### config.mk
export PLATFORM = sky130hd
export DESIGN_NAME = edf_ar_arbiter
export DESIGN_NICKNAME = d
export VERILOG_FILES = /design/src/rtl/edf_ar_arbiter.sv
export SDC_FILE = /design/constraint.sdc
export NUM_CORES = 1
export LEC_CHECK = 0
export BUFFER_PORTS_ARGS = -buffer_cell sky130_fd_sc_hd__buf_2
export CORE_AREA = 2 2 233 235
export DETAILED_ROUTE_END_ITERATION = 6
export DIE_AREA = 0 0 235 237
export PLACE_DENSITY_LB_ADDON = 0.1
export SYNTH_ARGS = -nofsm -noshare
export SYNTH_HDL_FRONTEND = slang
export SYNTH_SLANG_ARGS = --single-unit
### constraint.sdc
create_clock -name aclk -period 7.2 [get_ports aclk]
set_clock_uncertainty 0.2 [all_clocks]
set_input_delay 1.8 -clock aclk [delete_from_list [all_inputs] [get_ports aclk]]
set_output_delay 1.8 -clock aclk [all_outputs]
set_load 0.03 [all_outputs]
### src/rtl/edf_ar_arbiter.sv
// Two-port AXI read-address arbiter with earliest-deadline-first ordering.
// Each port's request is stamped with a deadline on arrival. The earliest deadline is
// granted and issued on m00. Read data is routed back using the MSB of rid.
module edf_ar_arbiter #(
    parameter int unsigned C_AXI_ADDR_WIDTH = 40,
    parameter int unsigned C_S_AXI_ID_WIDTH = 1,
    parameter int unsigned DEADLINE_WIDTH   = 16,
    parameter int unsigned PERIOD_S00       = 64,
    parameter int unsigned PERIOD_S01       = 16
) (
    input  logic                          aclk,
    input  logic                          areset,

    // Port s00 AR channel
    input  logic [C_S_AXI_ID_WIDTH-1:0]   s00_axi_arid,
    input  logic [C_AXI_ADDR_WIDTH-1:0]   s00_axi_araddr,
    input  logic [7:0]                    s00_axi_arlen,
    input  logic [2:0]                    s00_axi_arsize,
    input  logic [1:0]                    s00_axi_arburst,
    input  logic                          s00_axi_arvalid,
    output logic                          s00_axi_arready,

    // Port s01 AR channel
    input  logic [C_S_AXI_ID_WIDTH-1:0]   s01_axi_arid,
    input  logic [C_AXI_ADDR_WIDTH-1:0]   s01_axi_araddr,
    input  logic [7:0]                    s01_axi_arlen,
    input  logic [2:0]                    s01_axi_arsize,
    input  logic [1:0]                    s01_axi_arburst,
    input  logic                          s01_axi_arvalid,
    output logic                          s01_axi_arready,

    // Master AR channel
    output logic [C_S_AXI_ID_WIDTH:0]     m00_axi_arid,
    output logic [C_AXI_ADDR_WIDTH-1:0]   m00_axi_araddr,
    output logic [7:0]                    m00_axi_arlen,
    output logic [2:0]                    m00_axi_arsize,
    output logic [1:0]                    m00_axi_arburst,
    output logic                          m00_axi_arvalid,
    input  logic                          m00_axi_arready,

    // Master R channel
    input  logic [C_S_AXI_ID_WIDTH:0]     m00_axi_rid,
    input  logic [127:0]                  m00_axi_rdata,
    input  logic [1:0]                    m00_axi_rresp,
    input  logic                          m00_axi_rlast,
    input  logic                          m00_axi_rvalid,
    output logic                          m00_axi_rready,

    // Port s00 R channel
    output logic [C_S_AXI_ID_WIDTH-1:0]   s00_axi_rid,
    output logic [127:0]                  s00_axi_rdata,
    output logic [1:0]                    s00_axi_rresp,
    output logic                          s00_axi_rlast,
    output logic                          s00_axi_rvalid,
    input  logic                          s00_axi_rready,

    // Port s01 R channel
    output logic [C_S_AXI_ID_WIDTH-1:0]   s01_axi_rid,
    output logic [127:0]                  s01_axi_rdata,
    output logic [1:0]                    s01_axi_rresp,
    output logic                          s01_axi_rlast,
    output logic                          s01_axi_rvalid,
    input  logic                          s01_axi_rready,

    // Deadline-miss counters
    output logic [15:0]                   miss_count_s00,
    output logic [15:0]                   miss_count_s01
);

    localparam int unsigned AW   = C_AXI_ADDR_WIDTH;
    localparam int unsigned IDW  = C_S_AXI_ID_WIDTH;
    localparam int unsigned MIDW = C_S_AXI_ID_WIDTH + 1;
    localparam int unsigned DW   = DEADLINE_WIDTH;
    localparam int unsigned CW   = 16;

    typedef enum logic [0:0] {
        IDLE  = 1'b0,
        ISSUE = 1'b1
    } state_e;

    state_e              state_q,   state_d;
    logic [DW-1:0]       time_q,    time_d;
    logic                pend00_q,  pend00_d;
    logic                pend01_q,  pend01_d;
    logic [DW-1:0]       dl00_q,    dl00_d;
    logic [DW-1:0]       dl01_q,    dl01_d;
    logic [CW-1:0]       miss00_q,  miss00_d;
    logic [CW-1:0]       miss01_q,  miss01_d;
    logic [MIDW-1:0]     arid_q,    arid_d;
    logic [AW-1:0]       araddr_q,  araddr_d;
    logic [7:0]          arlen_q,   arlen_d;
    logic [2:0]          arsize_q,  arsize_d;
    logic [1:0]          arburst_q, arburst_d;
    logic                arvalid_q, arvalid_d;

    logic                elig00;
    logic                elig01;
    logic [DW-1:0]       dl_diff;
    logic                s01_earlier;
    logic                grant_any;
    logic                grant_sel;
    logic [DW-1:0]       lateness;
    logic                late;
    logic                r_sel;

    // Arbitration: eligibility, deadline compare (ties to s00), lateness of the winner
    always_comb begin
        elig00      = s00_axi_arvalid && pend00_q;
        elig01      = s01_axi_arvalid && pend01_q;
        dl_diff     = dl00_q - dl01_q;
        s01_earlier = !dl_diff[DW-1] && (dl_diff != '0);
        grant_any   = (state_q == IDLE) && (elig00 || elig01) && !areset;
        grant_sel   = (elig00 && elig01) ? s01_earlier : !elig00;
        lateness    = time_q - (grant_sel ? dl01_q : dl00_q);
        late        = !lateness[DW-1] && (lateness != '0);
    end

    // Ready pulses only in the grant cycle; never while a request is in flight
    always_comb begin
        s00_axi_arready = grant_any && !grant_sel;
        s01_axi_arready = grant_any &&  grant_sel;
    end

    // Next-state: time base, request stamping, grant latch and issue handshake
    always_comb begin
        state_d   = state_q;
        time_d    = time_q + DW'(1);
        pend00_d  = pend00_q;
        pend01_d  = pend01_q;
        dl00_d    = dl00_q;
        dl01_d    = dl01_q;
        miss00_d  = miss00_q;
        miss01_d  = miss01_q;
        arid_d    = arid_q;
        araddr_d  = araddr_q;
        arlen_d   = arlen_q;
        arsize_d  = arsize_q;
        arburst_d = arburst_q;
        arvalid_d = arvalid_q;

        if (s00_axi_arvalid && !pend00_q) begin
            pend00_d = 1'b1;
            dl00_d   = time_q + DW'(PERIOD_S00);
        end
        if (s01_axi_arvalid && !pend01_q) begin
            pend01_d = 1'b1;
            dl01_d   = time_q + DW'(PERIOD_S01);
        end

        case (state_q)
            IDLE: begin
                if (grant_any) begin
                    state_d   = ISSUE;
                    arvalid_d = 1'b1;
                    if (grant_sel) begin
                        arid_d    = {1'b1, s01_axi_arid};
                        araddr_d  = s01_axi_araddr;
                        arlen_d   = s01_axi_arlen;
                        arsize_d  = s01_axi_arsize;
                        arburst_d = s01_axi_arburst;
                        pend01_d  = 1'b0;
                        if (late && (miss01_q != 16'hFFFF)) begin
                            miss01_d = miss01_q + CW'(1);
                        end
                    end else begin
                        arid_d    = {1'b0, s00_axi_arid};
                        araddr_d  = s00_axi_araddr;
                        arlen_d   = s00_axi_arlen;
                        arsize_d  = s00_axi_arsize;
                        arburst_d = s00_axi_arburst;
                        pend00_d  = 1'b0;
                        if (late && (miss00_q != 16'hFFFF)) begin
                            miss00_d = miss00_q + CW'(1);
                        end
                    end
                end
            end
            ISSUE: begin
                if (m00_axi_arready) begin
                    state_d   = IDLE;
                    arvalid_d = 1'b0;
                end
            end
            default: state_d = IDLE;
        endcase
    end

    // State register with synchronous reset; an in-flight request is dropped
    always_ff @(posedge aclk) begin
        if (areset) begin
            state_q   <= IDLE;
            time_q    <= '0;
            pend00_q  <= 1'b0;
            pend01_q  <= 1'b0;
            dl00_q    <= '0;
            dl01_q    <= '0;
            miss00_q  <= '0;
            miss01_q  <= '0;
            arid_q    <= '0;
            araddr_q  <= '0;
            arlen_q   <= '0;
            arsize_q  <= '0;
            arburst_q <= '0;
            arvalid_q <= 1'b0;
        end else begin
            state_q   <= state_d;
            time_q    <= time_d;
            pend00_q  <= pend00_d;
            pend01_q  <= pend01_d;
            dl00_q    <= dl00_d;
            dl01_q    <= dl01_d;
            miss00_q  <= miss00_d;
            miss01_q  <= miss01_d;
            arid_q    <= arid_d;
            araddr_q  <= araddr_d;
            arlen_q   <= arlen_d;
            arsize_q  <= arsize_d;
            arburst_q <= arburst_d;
            arvalid_q <= arvalid_d;
        end
    end

    // Registered AR outputs and miss counters
    always_comb begin
        m00_axi_arid    = arid_q;
        m00_axi_araddr  = araddr_q;
        m00_axi_arlen   = arlen_q;
        m00_axi_arsize  = arsize_q;
        m00_axi_arburst = arburst_q;
        m00_axi_arvalid = arvalid_q;
        miss_count_s00  = miss00_q;
        miss_count_s01  = miss01_q;
    end

    // R channel: route by rid MSB, strip it on the way back to the port
    always_comb begin
        r_sel          = m00_axi_rid[MIDW-1];
        s00_axi_rid    = m00_axi_rid[IDW-1:0];
        s00_axi_rdata  = m00_axi_rdata;
        s00_axi_rresp  = m00_axi_rresp;
        s00_axi_rlast  = m00_axi_rlast;
        s00_axi_rvalid = m00_axi_rvalid && !r_sel;
        s01_axi_rid    = m00_axi_rid[IDW-1:0];
        s01_axi_rdata  = m00_axi_rdata;
        s01_axi_rresp  = m00_axi_rresp;
        s01_axi_rlast  = m00_axi_rlast;
        s01_axi_rvalid = m00_axi_rvalid && r_sel;
        m00_axi_rready = r_sel ? s01_axi_rready : s00_axi_rready;
    end

endmodule
# Word level (Yosys, flattened, before mapping)
# Index checks and enable logic that the tools add are counted.
[classes]
add_sub_neg = 7
mul = 0
div = 0
n_lt_le_gt_ge = 0
eq_ne = 4
shifts = 0
mux = 22
bitwise_logic = 2
reduce_logical = 30
[op_table]
columns = ["cell", "count"]
rows = [
  ["adder 16 x 1 -> 16 bit (second input constant)", 3],
  ["2-to-1 mux 40 bit", 1],
  ["!= test 16 bit (second input constant)", 2],
  ["nonzero test 16 bit", 2],
  ["subtractor 16 bit", 2],
  ["adder 16 x 5 -> 16 bit (second input constant)", 1],
  ["adder 16 x 7 -> 16 bit (second input constant)", 1],
  ["2-to-1 mux 16 bit", 1],
  ["logical AND 1 bit", 15],
  ["2-to-1 mux 1 bit", 14],
  ["zero test 1 bit", 8],
  ["2-to-1 mux 8 bit", 1],
  ["AND reduction 4 bit", 2],
  ["2-to-1 mux 2 bit", 2],
  ["!= test 2 bit (second input constant)", 2],
  ["case mux 1 bit (2 select lines)", 2],
  ["AND reduction 2 bit", 2],
  ["2-to-1 mux 3 bit", 1],
  ["NOT 1 bit", 2],
  ["logical OR 1 bit", 1],
]
[totals]
ff_bits = 139
latch_bits = 0
ram_bits = 0
romBits = 0
input_bits = 249
output_inout_bits = 357
elab_cells = 79
n_memories = 0

# Logic depth before layout (Yosys ltp)
[depth]
depth_word = 10
mapped_depth = 28
mapped_depth_nobuf = 24

# Worst setup path before layout
# Ideal clock, no wire load.
[synth_timing]
path_type = "register to register"
from = "reg dl00_q[0]"
to = "reg miss00_q[10], in the netlist miss_count_s00[10]"
setup_ns = 0.115
arrival_ns = 5.713
required_ns = 6.885
slack_ns = 1.172
stages_incl_launch_ff = 29
n_path_buf = 4
path_cell_list = "dfxtp_1 -> inv_1 -> ha_1 -> fa_1 -> xor2_1 -> o2111ai_1 -> a211oi_1 -> nand3_1 -> nor4_1 -> nand4b_1 -> a21oi_1 -> buf_2 -> buf_2 -> mux2_2 -> ha_1 -> inv_1 -> fa_1 -> nand2b_1 -> a221oi_1 -> o211ai_1 -> nor4_1 -> nand4_1 -> nor4_1 -> a21oi_2 -> mux2i_4 -> clkbuf_2 -> buf_4 -> nor4_1 -> o21a_1"
[synth_between]
elab_chain_len = 10
[synth_rtl]
columns = ["item", "line", "text"]
rows = [
  ["start: declaration", "85", "logic [DW-1:0] dl00_q, dl00_d;"],
  ["start signal: assignment", "210", "dl00_q <= dl00_d;"],
  ["subtractor 16 bit", "110", "dl_diff = dl00_q - dl01_q;"],
  ["nonzero test 16 bit or zero test 1 bit (tied branches)", "111", "s01_earlier = !dl_diff[DW-1] && (dl_diff != '0);"],
  ["logical AND 1 bit", "111", ""],
  ["2-to-1 mux 1 bit", "113", "grant_sel = (elig00 && elig01) ? s01_earlier : !elig00;"],
  ["2-to-1 mux 16 bit", "114", "lateness = time_q - (grant_sel ? dl01_q : dl00_q);"],
  ["subtractor 16 bit", "114", ""],
  ["nonzero test 16 bit or zero test 1 bit (tied branches)", "115", "late = !lateness[DW-1] && (lateness != '0);"],
  ["logical AND 1 bit", "115", ""],
  ["logical AND 1 bit", "172", "if (late && (miss00_q != 16'hFFFF)) begin"],
  ["AND reduction 4 bit (no line) *", "n/a", ""],
  ["end signal: assignment", "212", "miss00_q <= miss00_d;"],
  ["end: declaration", "87", "logic [CW-1:0] miss00_q, miss00_d;"],
]
# Mark *: on every way between the ends. The rest lies on a longest branch, timed or not.
# A chain may end at the register's enable or synchronous reset.

# Final worst setup path
[layout_timing]
from = "reg dl00_q[0]"
to = "out s00_axi_arready"
[layout_between]
elab_chain_len = 6
[layout_rtl]
columns = ["item", "line", "text"]
rows = [
  ["subtractor 16 bit *", "110", ""],
  ["nonzero test 16 bit or zero test 1 bit (tied branches)", "111", ""],
  ["logical AND 1 bit *", "111", ""],
  ["2-to-1 mux 1 bit *", "113", ""],
  ["zero test 1 bit *", "120", "s00_axi_arready = grant_any && !grant_sel;"],
  ["logical AND 1 bit *", "120", ""],
  ["end: declaration", "21", "output logic s00_axi_arready,"],
]
# Marked as above.

==> metrics <==
Num CTS Buffers 17; total die area roughly 0.056 mm2; Clock transition at path regs around 0.060 ns; maximum fanout encountered on the critical timing path 38; peak clock frequency supported by timing between 100 and 150 MHz; cells after synthesis 1,268; buffer levels on the longest clock path 2; data arrival time of the critical path 4.75 ns; setup-violating endpoint count in the final report 0; Setup Total Neg Slack 0 ns; sum of routed wire length over all layers between 30,000 and 40,000 um; RSZ-0062 raised after global routing no; area of the mapped netlist 0.01032 mm2; post-detailed-route count of antenna-violating nets 0; placeable core region 0.05328 mm2; length in cells of the worst reg-to-reg path 24; time the final worst path needs with I/O delays and setup around 6.8 ns; global placer's final weighted congestion ~0.77; area leader, netlist sky130_fd_sc_hd__dfxtp_1; Worst R2R Start dl00_q[0]$_SDFFE_PP0P_; Antenna diodes 0; required time of the worst setup path 5.20 ns; insertion delay to the later sink of the worst-skew pair 0.45 ns; yosys warns 0; transition time of the tightest slew-check pin about 1.2 ns; capturing instance or port of the critical path s00_axi_arready; sequential cell area fraction in the yosys report 0.2696; count of flip-flops with a built-in enable after synthesis 0; Clock Sinks 139; Main synth FF type sky130_fd_sc_hd__dfxtp_1; DRT iter0 DRCs 302; Reg-to-Reg End miss_count_s01[6]$_SDFFE_PP0P_; wire length of the first global-routing pass 51,890 um; top cells by area, synth sky130_fd_sc_hd__dfxtp_1 27%, sky130_fd_sc_hd__buf_4 19%, sky130_fd_sc_hd__mux2i_1 6.6%; Resized Gates After CTS 0; total global routing track utilization 0.1215; number of DRC violations after detailed routing 0; depth of the CTS H-tree 4; area fraction of the dominant cell type after synthesis 0.2696; largest net degree at the start of global routing 87; number of global-route vias before repair 8,153; max-cap check violation count 0; synthesized flop and latch total between 100 and 150; pins over their slew limit 0; Pre-antenna DRT Iters 4; signed area change from the synthesized netlist to the final layout 3.540%; status finished clean; Total Power 2319 uW; average vias per placed instance 4.335; launching instance or port of the critical path dl00_q[0]$_SDFFE_PP0P_; share of the cycle needed by the critical path after routing 0.9375; total global routing overflow 0; Startpoint Class flop; Post CTS Setup Buffer Count 0; total via count in the routed design 8,146; number of antenna violations at the first check in global routing 1; Crit. End Element output port; CTS Hold Bufs 0; clock tree from TritonCTS built; commonest cells after routing, fill and taps aside 208 x sky130_fd_sc_hd__buf_2, 139 x sky130_fd_sc_hd__dfxtp_1, 119 x sky130_fd_sc_hd__nor2_1; async set-reset flop share out of synthesis 0; crit path kind flop to output port; standard-cell row count 85; leakage power 0.004124 uW; most common cell after layout, fill and taps aside sky130_fd_sc_hd__buf_2; layout cells sized above 1 0.2291; port bufs 209; number of top-level pins ~610; Die W 235 um; nets in the synthesized netlist 1,554; Worst IR Drop VDD 0.0001242 V; clk root buf sky130_fd_sc_hd__clkbuf_16; kind of path behind the tightest hold check flop to flop; count of different cell masters after synthesis 73; final net count around 1.5k; height of the chip 237 um; initial core utilization 0.1937; share of the core filled with cells 0.2006; syn avg cell area 8.140 um2; worst reg-to-reg setup slack 0.47 ns; hold violation count in the final report 0; headroom to the max-slew limit 0.2267; placed wire-length estimate after detailed placement 26,570 um; Power Dens Cells 217.0 mW/mm2; post-detailed-route wirelength per cell 18.46 um
[logic make-up (layout without fill, tap and decap cells)]
logic type / count (synthesis) / after routing / synth area share
buffers and inverters: 369 / 284 / 0.2347
AND/OR/NAND/NOR: 348 / 348 / 0.1681
AO/OA/AOI/OAI: 264 / 264 / 0.1757
flip-flops: 139 / 139 / 0.2696
multiplexers: 75 / 75 / 0.07504
adder cells (fa/ha/maj): 37 / 37 / 0.04631
XOR/XNOR: 36 / 36 / 0.03055
[synthesized netlist by cell type, types with 20 or more instances]
library cell / n
sky130_fd_sc_hd__a211oi_1: 76
sky130_fd_sc_hd__a21oi_1: 68
sky130_fd_sc_hd__and3_1: 20
sky130_fd_sc_hd__buf_4: 267
sky130_fd_sc_hd__clkbuf_1: 51
sky130_fd_sc_hd__dfxtp_1: 139
sky130_fd_sc_hd__ha_1: 35
sky130_fd_sc_hd__inv_1: 31
sky130_fd_sc_hd__mux2i_1: 68
sky130_fd_sc_hd__nand2_1: 62
sky130_fd_sc_hd__nand3_1: 33
sky130_fd_sc_hd__nor2_1: 119
sky130_fd_sc_hd__o21ai_0: 20
sky130_fd_sc_hd__o31ai_1: 27
sky130_fd_sc_hd__or4_1: 24
[worst min path at each step]
stage,to,start,depth (start not counted)
global route,dl00_q[0]$_SDFFE_PP0P_,dl00_q[0]$_SDFFE_PP0P_,2
CTS,dl00_q[0]$_SDFFE_PP0P_,dl00_q[0]$_SDFFE_PP0P_,2
floorplan,dl00_q[0]$_SDFFE_PP0P_,dl00_q[0]$_SDFFE_PP0P_,2
global placement,dl00_q[0]$_SDFFE_PP0P_,dl00_q[0]$_SDFFE_PP0P_,2
finish,dl00_q[0]$_SDFFE_PP0P_,dl00_q[0]$_SDFFE_PP0P_,2
detailed placement,dl00_q[0]$_SDFFE_PP0P_,dl00_q[0]$_SDFFE_PP0P_,2
[where the power goes]
part	internal, uW	leakage, uW	switching (uW)	total [uW]
combinational	193	0.00269	331	524
clock	583	0.000302	379	962
sequential	806	0.00113	26.9	833
[critical path: stages, from the launching register on]
cell and delay [ns]:
sky130_fd_sc_hd__dfxtp_1 0.34, sky130_fd_sc_hd__inv_1 0.05, sky130_fd_sc_hd__ha_1 0.23, sky130_fd_sc_hd__fa_1 0.40, sky130_fd_sc_hd__xor2_1 0.21, sky130_fd_sc_hd__o2111ai_1 0.14, sky130_fd_sc_hd__a211oi_1 0.25, sky130_fd_sc_hd__nand3_1 0.12
sky130_fd_sc_hd__nor4_1 0.30, sky130_fd_sc_hd__nand4b_1 0.25, sky130_fd_sc_hd__a21oi_4 0.43, sky130_fd_sc_hd__buf_4 0.23, sky130_fd_sc_hd__buf_4 0.37, sky130_fd_sc_hd__buf_6 0.45, sky130_fd_sc_hd__and2_1 0.24, sky130_fd_sc_hd__buf_2 0.23
[cell type report]
class,count,area (um2)
sequential,139,2783
multi-input combinational,760,5139
inverter,31,116.4
clock buffer,19,432.9
fill,5940,42600
clock inverter,13,190.2
tap,696,870.8
timing repair buffer,221,1155
[sequential cells by signal (all words and copies together) (netlist names)]
register,cells
m00_axi_arvalid,1
m00_axi_arid,2
m00_axi_arsize,3
m00_axi_arlen,8
dl01_q,16
m00_axi_araddr,40
pend01_q,1
pend00_q,1
m00_axi_arburst,2
time_q,16
state_q,1
dl00_q,16
miss_count_s00,16
miss_count_s01,16
[layer usage]
layer / GRT usage / wire length, um / vias up
met3: 0.03742 / 2298 / 118
met1: 0.1443 / 14950 / 3678
li1: - / - / 4046
met5: 0.001732 / 13 / -
met4: 0.05735 / 1265 / 2
met2: 0.1996 / 16150 / 302
[through the flow]
step,cells,area (um2),hold slack [ns],setup slack [ns]
global route,1879,10690,0.2936,0.02533
finish,1879,10690,0.2722,0.4498
floorplan,1268,10320,0.2459,1.172
detailed placement,1847,10050,0.2630,0.5441
CTS,1879,10680,0.2713,0.1710
global placement,1847,10050,0.2642,0.5290
No activity file was read; power rests on OpenSTA's default activity.
